File: config.mk
export PLATFORM = sky130hd
export DESIGN_NAME = arith_bist_ctrl
export DESIGN_NICKNAME = d
export VERILOG_FILES = /design/src/rtl/arith_bist_ctrl.sv
export SDC_FILE = /design/constraint.sdc
export NUM_CORES = 1
export LEC_CHECK = 0
export ABC_CLOCK_PERIOD_IN_PS = 4640
export BUFFER_PORTS_ARGS = -buffer_cell sky130_fd_sc_hd__buf_2
export CORE_ASPECT_RATIO = 1.4
export CORE_MARGIN = 3
export CORE_UTILIZATION = 45
export DETAILED_ROUTE_END_ITERATION = 8
export MAX_ROUTING_LAYER = met4
export PLACE_DENSITY = 0.7
export SLEW_MARGIN = 20
export SYNTH_ARGS = -nofsm -noshare
export SYNTH_HDL_FRONTEND = slang
export SYNTH_SLANG_ARGS = --single-unit
File: constraint.sdc
create_clock -name clk -period 4.64 [get_ports clk]
set_input_delay 0 -clock clk [delete_from_list [all_inputs] [get_ports clk]]
set_output_delay 0 -clock clk [all_outputs]
set_load 0.01 [all_outputs]
File: src/rtl/arith_bist_ctrl.sv
// -----------------------------------------------------------------------------
// arith_bist_ctrl
//   Sequential built-in self-test controller for the arithmetic datapath
//   (A = x1*K1 + x2*K2, B = v*t + c). On start it generates NUM_VECTORS operand
//   sets from a 32-bit Galois LFSR and presents each one with op_valid. It then
//   waits up to TIMEOUT cycles for res_valid and compares the returned results
//   against an internal golden model. It reports pass, fail_count and
//   first_fail_idx.
//
// Optional feature (macro ARITH_BIST_SIGNATURE_EN):
//   Adds a 32-bit MISR output 'signature' that compacts every returned result.
//   A timed-out vector contributes 32'hDEADBEEF to the signature.
//
// Ports:
//   clk, rst           clock, synchronous active-high reset
//   start              single-cycle pulse, accepted only when idle
//   x1,x2,v,t,c        operands to the datapath (W bits each)
//   op_valid           operands stable and valid (DRIVE through WAIT)
//   dut_a, dut_b       datapath results (2W bits each)
//   res_valid          results valid, sampled only while waiting
//   busy               run in progress (GEN through FINISH)
//   done               one-cycle pulse at the end of a run
//   pass               last run had zero failures
//   fail_count         failing vectors in the last run (saturating)
//   first_fail_idx     index of the first failing vector, 16'hFFFF if none
//   signature          MISR result (only with ARITH_BIST_SIGNATURE_EN)
// -----------------------------------------------------------------------------
module arith_bist_ctrl #(
    parameter int          W           = 8,
    parameter int          K1          = 3,
    parameter int          K2          = 5,
    parameter int          NUM_VECTORS = 16,
    parameter int          TIMEOUT     = 15,
    parameter logic [31:0] SEED        = 32'h00000001
) (
    input  logic             clk,
    input  logic             rst,
    input  logic             start,
    output logic [W-1:0]     x1,
    output logic [W-1:0]     x2,
    output logic [W-1:0]     v,
    output logic [W-1:0]     t,
    output logic [W-1:0]     c,
    output logic             op_valid,
    input  logic [2*W-1:0]   dut_a,
    input  logic [2*W-1:0]   dut_b,
    input  logic             res_valid,
    output logic             busy,
    output logic             done,
    output logic             pass,
    output logic [15:0]      fail_count,
    output logic [15:0]      first_fail_idx
`ifdef ARITH_BIST_SIGNATURE_EN
    ,
    output logic [31:0]      signature
`endif
);

    localparam logic [2:0] S_IDLE   = 3'd0;
    localparam logic [2:0] S_GEN    = 3'd1;
    localparam logic [2:0] S_DRIVE  = 3'd2;
    localparam logic [2:0] S_WAIT   = 3'd3;
    localparam logic [2:0] S_CHECK  = 3'd4;
    localparam logic [2:0] S_FINISH = 3'd5;

    localparam int          W2        = 2 * W;
    localparam logic [31:0] SEED_EFF  = (SEED == 32'd0) ? 32'd1 : SEED;
    localparam logic [W2-1:0] K1_C    = W2'(K1);
    localparam logic [W2-1:0] K2_C    = W2'(K2);
    localparam logic [7:0]  TIMEOUT_C = 8'(TIMEOUT);
    localparam logic [15:0] LAST_IDX  = 16'(NUM_VECTORS - 1);
    localparam logic [15:0] NO_FAIL   = 16'hFFFF;

    // One step of the shared 32-bit Galois register (LFSR and MISR).
    function automatic logic [31:0] galois_step(input logic [31:0] s);
        galois_step = {1'b0, s[31:1]} ^ (s[0] ? 32'h80200003 : 32'h00000000);
    endfunction

    logic [2:0]    state;
    logic [31:0]   lfsr;
    logic [31:0]   lfsr_next;
    logic [2:0]    gen_cnt;
    logic [7:0]    wait_cnt;
    logic [15:0]   idx;
    logic [W2-1:0] exp_a;
    logic [W2-1:0] exp_b;
    logic [W2-1:0] lat_a;
    logic [W2-1:0] lat_b;
    logic          timed_out;
    logic          vec_fail;
    logic [15:0]   fail_count_inc;

`ifdef ARITH_BIST_SIGNATURE_EN
    logic [31:0] res_a_ext;
    logic [31:0] res_b_ext;
    logic [31:0] misr_in;
`endif

    // Next LFSR value, per-vector verdict and saturating fail increment.
    always_comb begin
        lfsr_next = galois_step(lfsr);
        vec_fail  = timed_out | (lat_a != exp_a) | (lat_b != exp_b);
        if (fail_count == 16'hFFFF) begin
            fail_count_inc = fail_count;
        end else begin
            fail_count_inc = fail_count + 16'd1;
        end
    end

`ifdef ARITH_BIST_SIGNATURE_EN
    // MISR input word: low 16 bits of each result, or a marker on timeout.
    always_comb begin
        res_a_ext = 32'(lat_a);
        res_b_ext = 32'(lat_b);
        if (timed_out) begin
            misr_in = 32'hDEADBEEF;
        end else begin
            misr_in = {res_a_ext[15:0], res_b_ext[15:0]};
        end
    end
`endif

    // Controller FSM with all registered outputs.
    always_ff @(posedge clk) begin
        if (rst) begin
            state          <= S_IDLE;
            lfsr           <= SEED_EFF;
            gen_cnt        <= 3'd0;
            wait_cnt       <= 8'd0;
            idx            <= 16'd0;
            exp_a          <= '0;
            exp_b          <= '0;
            lat_a          <= '0;
            lat_b          <= '0;
            timed_out      <= 1'b0;
            x1             <= '0;
            x2             <= '0;
            v              <= '0;
            t              <= '0;
            c              <= '0;
            op_valid       <= 1'b0;
            busy           <= 1'b0;
            done           <= 1'b0;
            pass           <= 1'b0;
            fail_count     <= 16'd0;
            first_fail_idx <= NO_FAIL;
`ifdef ARITH_BIST_SIGNATURE_EN
            signature      <= 32'd0;
`endif
        end else begin
            done <= 1'b0;
            case (state)
                S_IDLE: begin
                    if (start) begin
                        fail_count     <= 16'd0;
                        first_fail_idx <= NO_FAIL;
                        idx            <= 16'd0;
                        gen_cnt        <= 3'd0;
                        pass           <= 1'b0;
                        busy           <= 1'b1;
`ifdef ARITH_BIST_SIGNATURE_EN
                        signature      <= 32'd0;
`endif
                        state          <= S_GEN;
                    end
                end
                S_GEN: begin
                    // One LFSR step per operand, captured in x1,x2,v,t,c order.
                    lfsr <= lfsr_next;
                    case (gen_cnt)
                        3'd0:    x1 <= lfsr_next[W-1:0];
                        3'd1:    x2 <= lfsr_next[W-1:0];
                        3'd2:    v  <= lfsr_next[W-1:0];
                        3'd3:    t  <= lfsr_next[W-1:0];
                        default: c  <= lfsr_next[W-1:0];
                    endcase
                    if (gen_cnt == 3'd4) begin
                        op_valid <= 1'b1;
                        state    <= S_DRIVE;
                    end else begin
                        gen_cnt  <= gen_cnt + 3'd1;
                    end
                end
                S_DRIVE: begin
                    exp_a     <= ({{W{1'b0}}, x1} * K1_C) + ({{W{1'b0}}, x2} * K2_C);
                    exp_b     <= ({{W{1'b0}}, v} * {{W{1'b0}}, t}) + {{W{1'b0}}, c};
                    wait_cnt  <= 8'd0;
                    timed_out <= 1'b0;
                    state     <= S_WAIT;
                end
                S_WAIT: begin
                    // A response wins over a timeout landing in the same cycle.
                    if (res_valid) begin
                        lat_a    <= dut_a;
                        lat_b    <= dut_b;
                        op_valid <= 1'b0;
                        state    <= S_CHECK;
                    end else if ((wait_cnt + 8'd1) == TIMEOUT_C) begin
                        timed_out <= 1'b1;
                        op_valid  <= 1'b0;
                        state     <= S_CHECK;
                    end else begin
                        wait_cnt  <= wait_cnt + 8'd1;
                    end
                end
                S_CHECK: begin
                    if (vec_fail) begin
                        fail_count <= fail_count_inc;
                        if (first_fail_idx == NO_FAIL) begin
                            first_fail_idx <= idx;
                        end
                    end
`ifdef ARITH_BIST_SIGNATURE_EN
                    signature <= galois_step(signature) ^ misr_in;
`endif
                    if (idx == LAST_IDX) begin
                        state   <= S_FINISH;
                    end else begin
                        idx     <= idx + 16'd1;
                        gen_cnt <= 3'd0;
                        state   <= S_GEN;
                    end
                end
                S_FINISH: begin
                    done  <= 1'b1;
                    pass  <= (fail_count == 16'd0);
                    busy  <= 1'b0;
                    state <= S_IDLE;
                end
                default: begin
                    op_valid <= 1'b0;
                    busy     <= 1'b0;
                    state    <= S_IDLE;
                end
            endcase
        end
    end

endmodule

==> impl_metrics.ini <==
[run_status]
status = finished, final reports clean

[worst_setup_path]
timing.rr.end = exp_b[13]$_SDFFE_PP0P_
reg2reg_setup_slack_ns = 0.21
crit_top_cell = fa_1
path_buf_inv = 3
cp_max_fo = 10
cp_data_arrival_time_ns = 4.80
critPathSlowestCell = fa_1
reg2reg_from = v[5]$_SDFFE_PP0P_
crit_chain = nand2_1 > fa_1 > inv_1 > fa_1 > inv_1 > fa_1 > fa_1 > inv_1 > ha_1 > o21ai_0 > o211ai_1 > a221oi_1 > xnor2_1 > nand2_1 > a21oi_1
critPathMaxStageDelay_ns = 0.54
worst_r2r_path_depth = 15
critPathCaptureType = flip-flop
cp_data_required_time_ns = 5.01
path_class = reg2reg
start_kind = flip-flop
critical_path.top_delay_family = adder cells

[min_path]
hold_depth = 2
hold_class = in2reg
hold_end = idx[0]$_SDFFE_PP0P_
min_from = rst

[place]
pre_cts_slack_ns = 0.152
hpwl_um = 22100
gp_congestion = 0.906
port_buffers = 111

[logic_synthesis]
synth_top_flop_cell = dfxtp_1
synth_top_area_share = 0.343
ys_seq_area_frac = 0.343
ys_seq_elements = 199
synth_cells = 1418
syn_area_um2 = 11600
synth_area_leaders = dfxtp_1 (34%), fa_1 (9.8%), nand2_1 (8.6%)
async_flop_share = 0
synth_largest_area_cell = dfxtp_1
avgSynthCellArea_um2 = 8.19
synth_edf_count = 0
syn-num-nets = 1578
ys_warn_count = 0
yosysUniqueCellTypes = 64

[run]
maxCapViolCount = 0

[routing]
vias = 10200
ant_nets = 0
vias_per_cell = 5.52
drtIter0Drc = 764
drc = 0
post_drt_wl_per_cell_um = 16.5
wl_um = 30600
dr.pass1.iters = 5

[cts]
numCtsBuffers = 17
cts_tree = yes
clock_sinks = 199
clockRootBuffer = clkbuf_16
cts_htree_levels = 4
clk-insertion-delay-late_ns = 0.45
cts_buffer_depth = 2
clkTransAtPathRegs_ns = 0.08

[sta]
drv_slew = 0
min_period_over_period = 0.954
rsz0062_at_grt = false
fin_setup_tns_ns = 0
relSlewSlack = 0.278
hold_viol = 0
fin_crit_ns = 4.43
fmax_ghz = 0.226
tightest_slew_ns = 1.08
skew_ns = 0.0157
finalSetupViolations = 0
layout_setup_ws_ns = 0.214

[die]
die_h_um = 196
core_um2 = 25000
die_w_um = 142
start_util = 0.464
dieArea_um2 = 27800
ios = 112
row_count = 68

[global_routing]
globalRouteTotalUtil = 0.226
grt.overflow.total = 0
grt_pass1_vias = 9820
grt_pass1_wl_um = 49600
antenna_found_initial = 0
grt_max_degree = 108

[layout]
num_antenna_cells = 0
nets = 1679
drive_above_1_share = 0.112
layout_common_cells = nand2_1 (265), dfxtp_1 (193), a21oi_1 (158)
layout_commonest_cell = nand2_1
syn2layout_area_growth_pct = 14.3

[pwr]
power.density_nw_per_um2 = 251
leakage_nw = 5.67
vdd_drop_max_uv = 278
worst max path at each step:
stage	start	end	slack, ns	depth (start not counted)
after CTS	v[2]$_SDFFE_PP0P_	exp_b[13]$_SDFFE_PP0P_	0.13	14
after global placement	v[2]$_SDFFE_PP0P_	exp_b[13]$_SDFFE_PP0P_	0.23	14
final	v[5]$_SDFFE_PP0P_	exp_b[13]$_SDFFE_PP0P_	0.21	15
after floorplan	t[1]$_SDFFE_PP0P_	exp_b[13]$_SDFFE_PP0P_	0.39	16
after detailed placement	v[2]$_SDFFE_PP0P_	exp_b[13]$_SDFFE_PP0P_	0.15	14
after global routing	t[3]$_SDFFE_PP0P_	exp_b[13]$_SDFFE_PP0P_	0.01	15
per-layer routing:
metal,share of wire,vias up,track usage
li1,-,4982,-
met1,0.41,4912,0.257
met2,0.52,242,0.396
met3,0.051,54,0.0461
met4,0.025,0,0.0747
met5,0,-,-
report_power, final:
group	leakage, nW	switching [mW]	internal, mW
registers	1.61	0.0124	1.72
logic	3.80	0.112	0.0621
clock network	0.263	0.683	0.750
cell families (layout without fill, tap and decap cells):
group | count (synthesis) | in the layout | share of synthesized area
XOR/XNOR | 59 | 59 | 0.0445
AO/OA/AOI/OAI | 261 | 261 | 0.135
flip-flops | 199 | 199 | 0.343
buffers and inverters | 192 | 306 | 0.0642
adder cells (fa/ha/maj) | 124 | 124 | 0.171
multiplexers | 22 | 22 | 0.0190
AND/OR/NAND/NOR | 561 | 561 | 0.224
stage by stage:
step,hold WS [ns],instances,power [mW],cell area [um^2],util
2_1_floorplan,0.136,1418,1.87,11600,-
3_3_place_gp,0.249,1781,1.92,12300,0.494
3_5_place_dp,0.251,1781,1.92,12300,0.494
4_1_cts,0.0366,1847,3.36,13200,0.530
5_1_grt,0.0688,1847,3.45,13300,0.530
6_report,0.0431,1847,3.34,13300,0.530
registers in the layout (all words and copies together) (netlist names), 12 cells and up:
signal          cells
lfsr               32
first_fail_idx     16
lat_b              16
exp_a              12
lat_a              16
idx                16
fail_count         16
exp_b              16
area by class of cell:
cell class                 count  area, um^2
fill                        2360       11700
multi-input combinational   1027        6900
sequential                   199        3990
timing repair buffer         155         981
inverter                     119         447
clock buffer                  20         437
tap                          315         394
clock inverter                12         121
synth_stat cells (2+ instances only):
master,number
a31oi_1,5
nor2_1,84
nor2b_1,4
fa_1,57
dfxtp_1,199
a21oi_1,158
or2_2,3
a32o_1,4
clkbuf_1,64
o311ai_0,4
nand2_1,266
and2_1,41
o21ai_0,24
or4_1,4
a211oi_1,20
a2111oi_0,3
nor3_1,33
o211ai_1,6
nand3b_1,2
xnor2_1,30
a311oi_1,3
inv_1,119
nand4b_1,2
o211a_1,2
o21bai_1,2
ha_1,67
mux2i_1,22
a21o_1,6
buf_1,2
nand4_1,25
nor4b_1,3
a211o_1,3
a41oi_1,3
o31ai_1,4
nor4_1,17
xor2_1,29
or3_1,10
nand2b_1,2
buf_2,4
and4_1,6
nand3_1,43
a311o_1,3
and3_1,9
repair_timing:
| action | CTS | global route |
|---|---|---|
| buffers inserted | 0 | 0 |
| endpoints found under the setup margin | 0 | 2 |
| hold buffers | 34 | 0 |
| endpoints found under the hold margin | 34 | 0 |
| gates resized for setup | 0 | 7 |
Note: power is estimated with default switching activity, not from simulation.
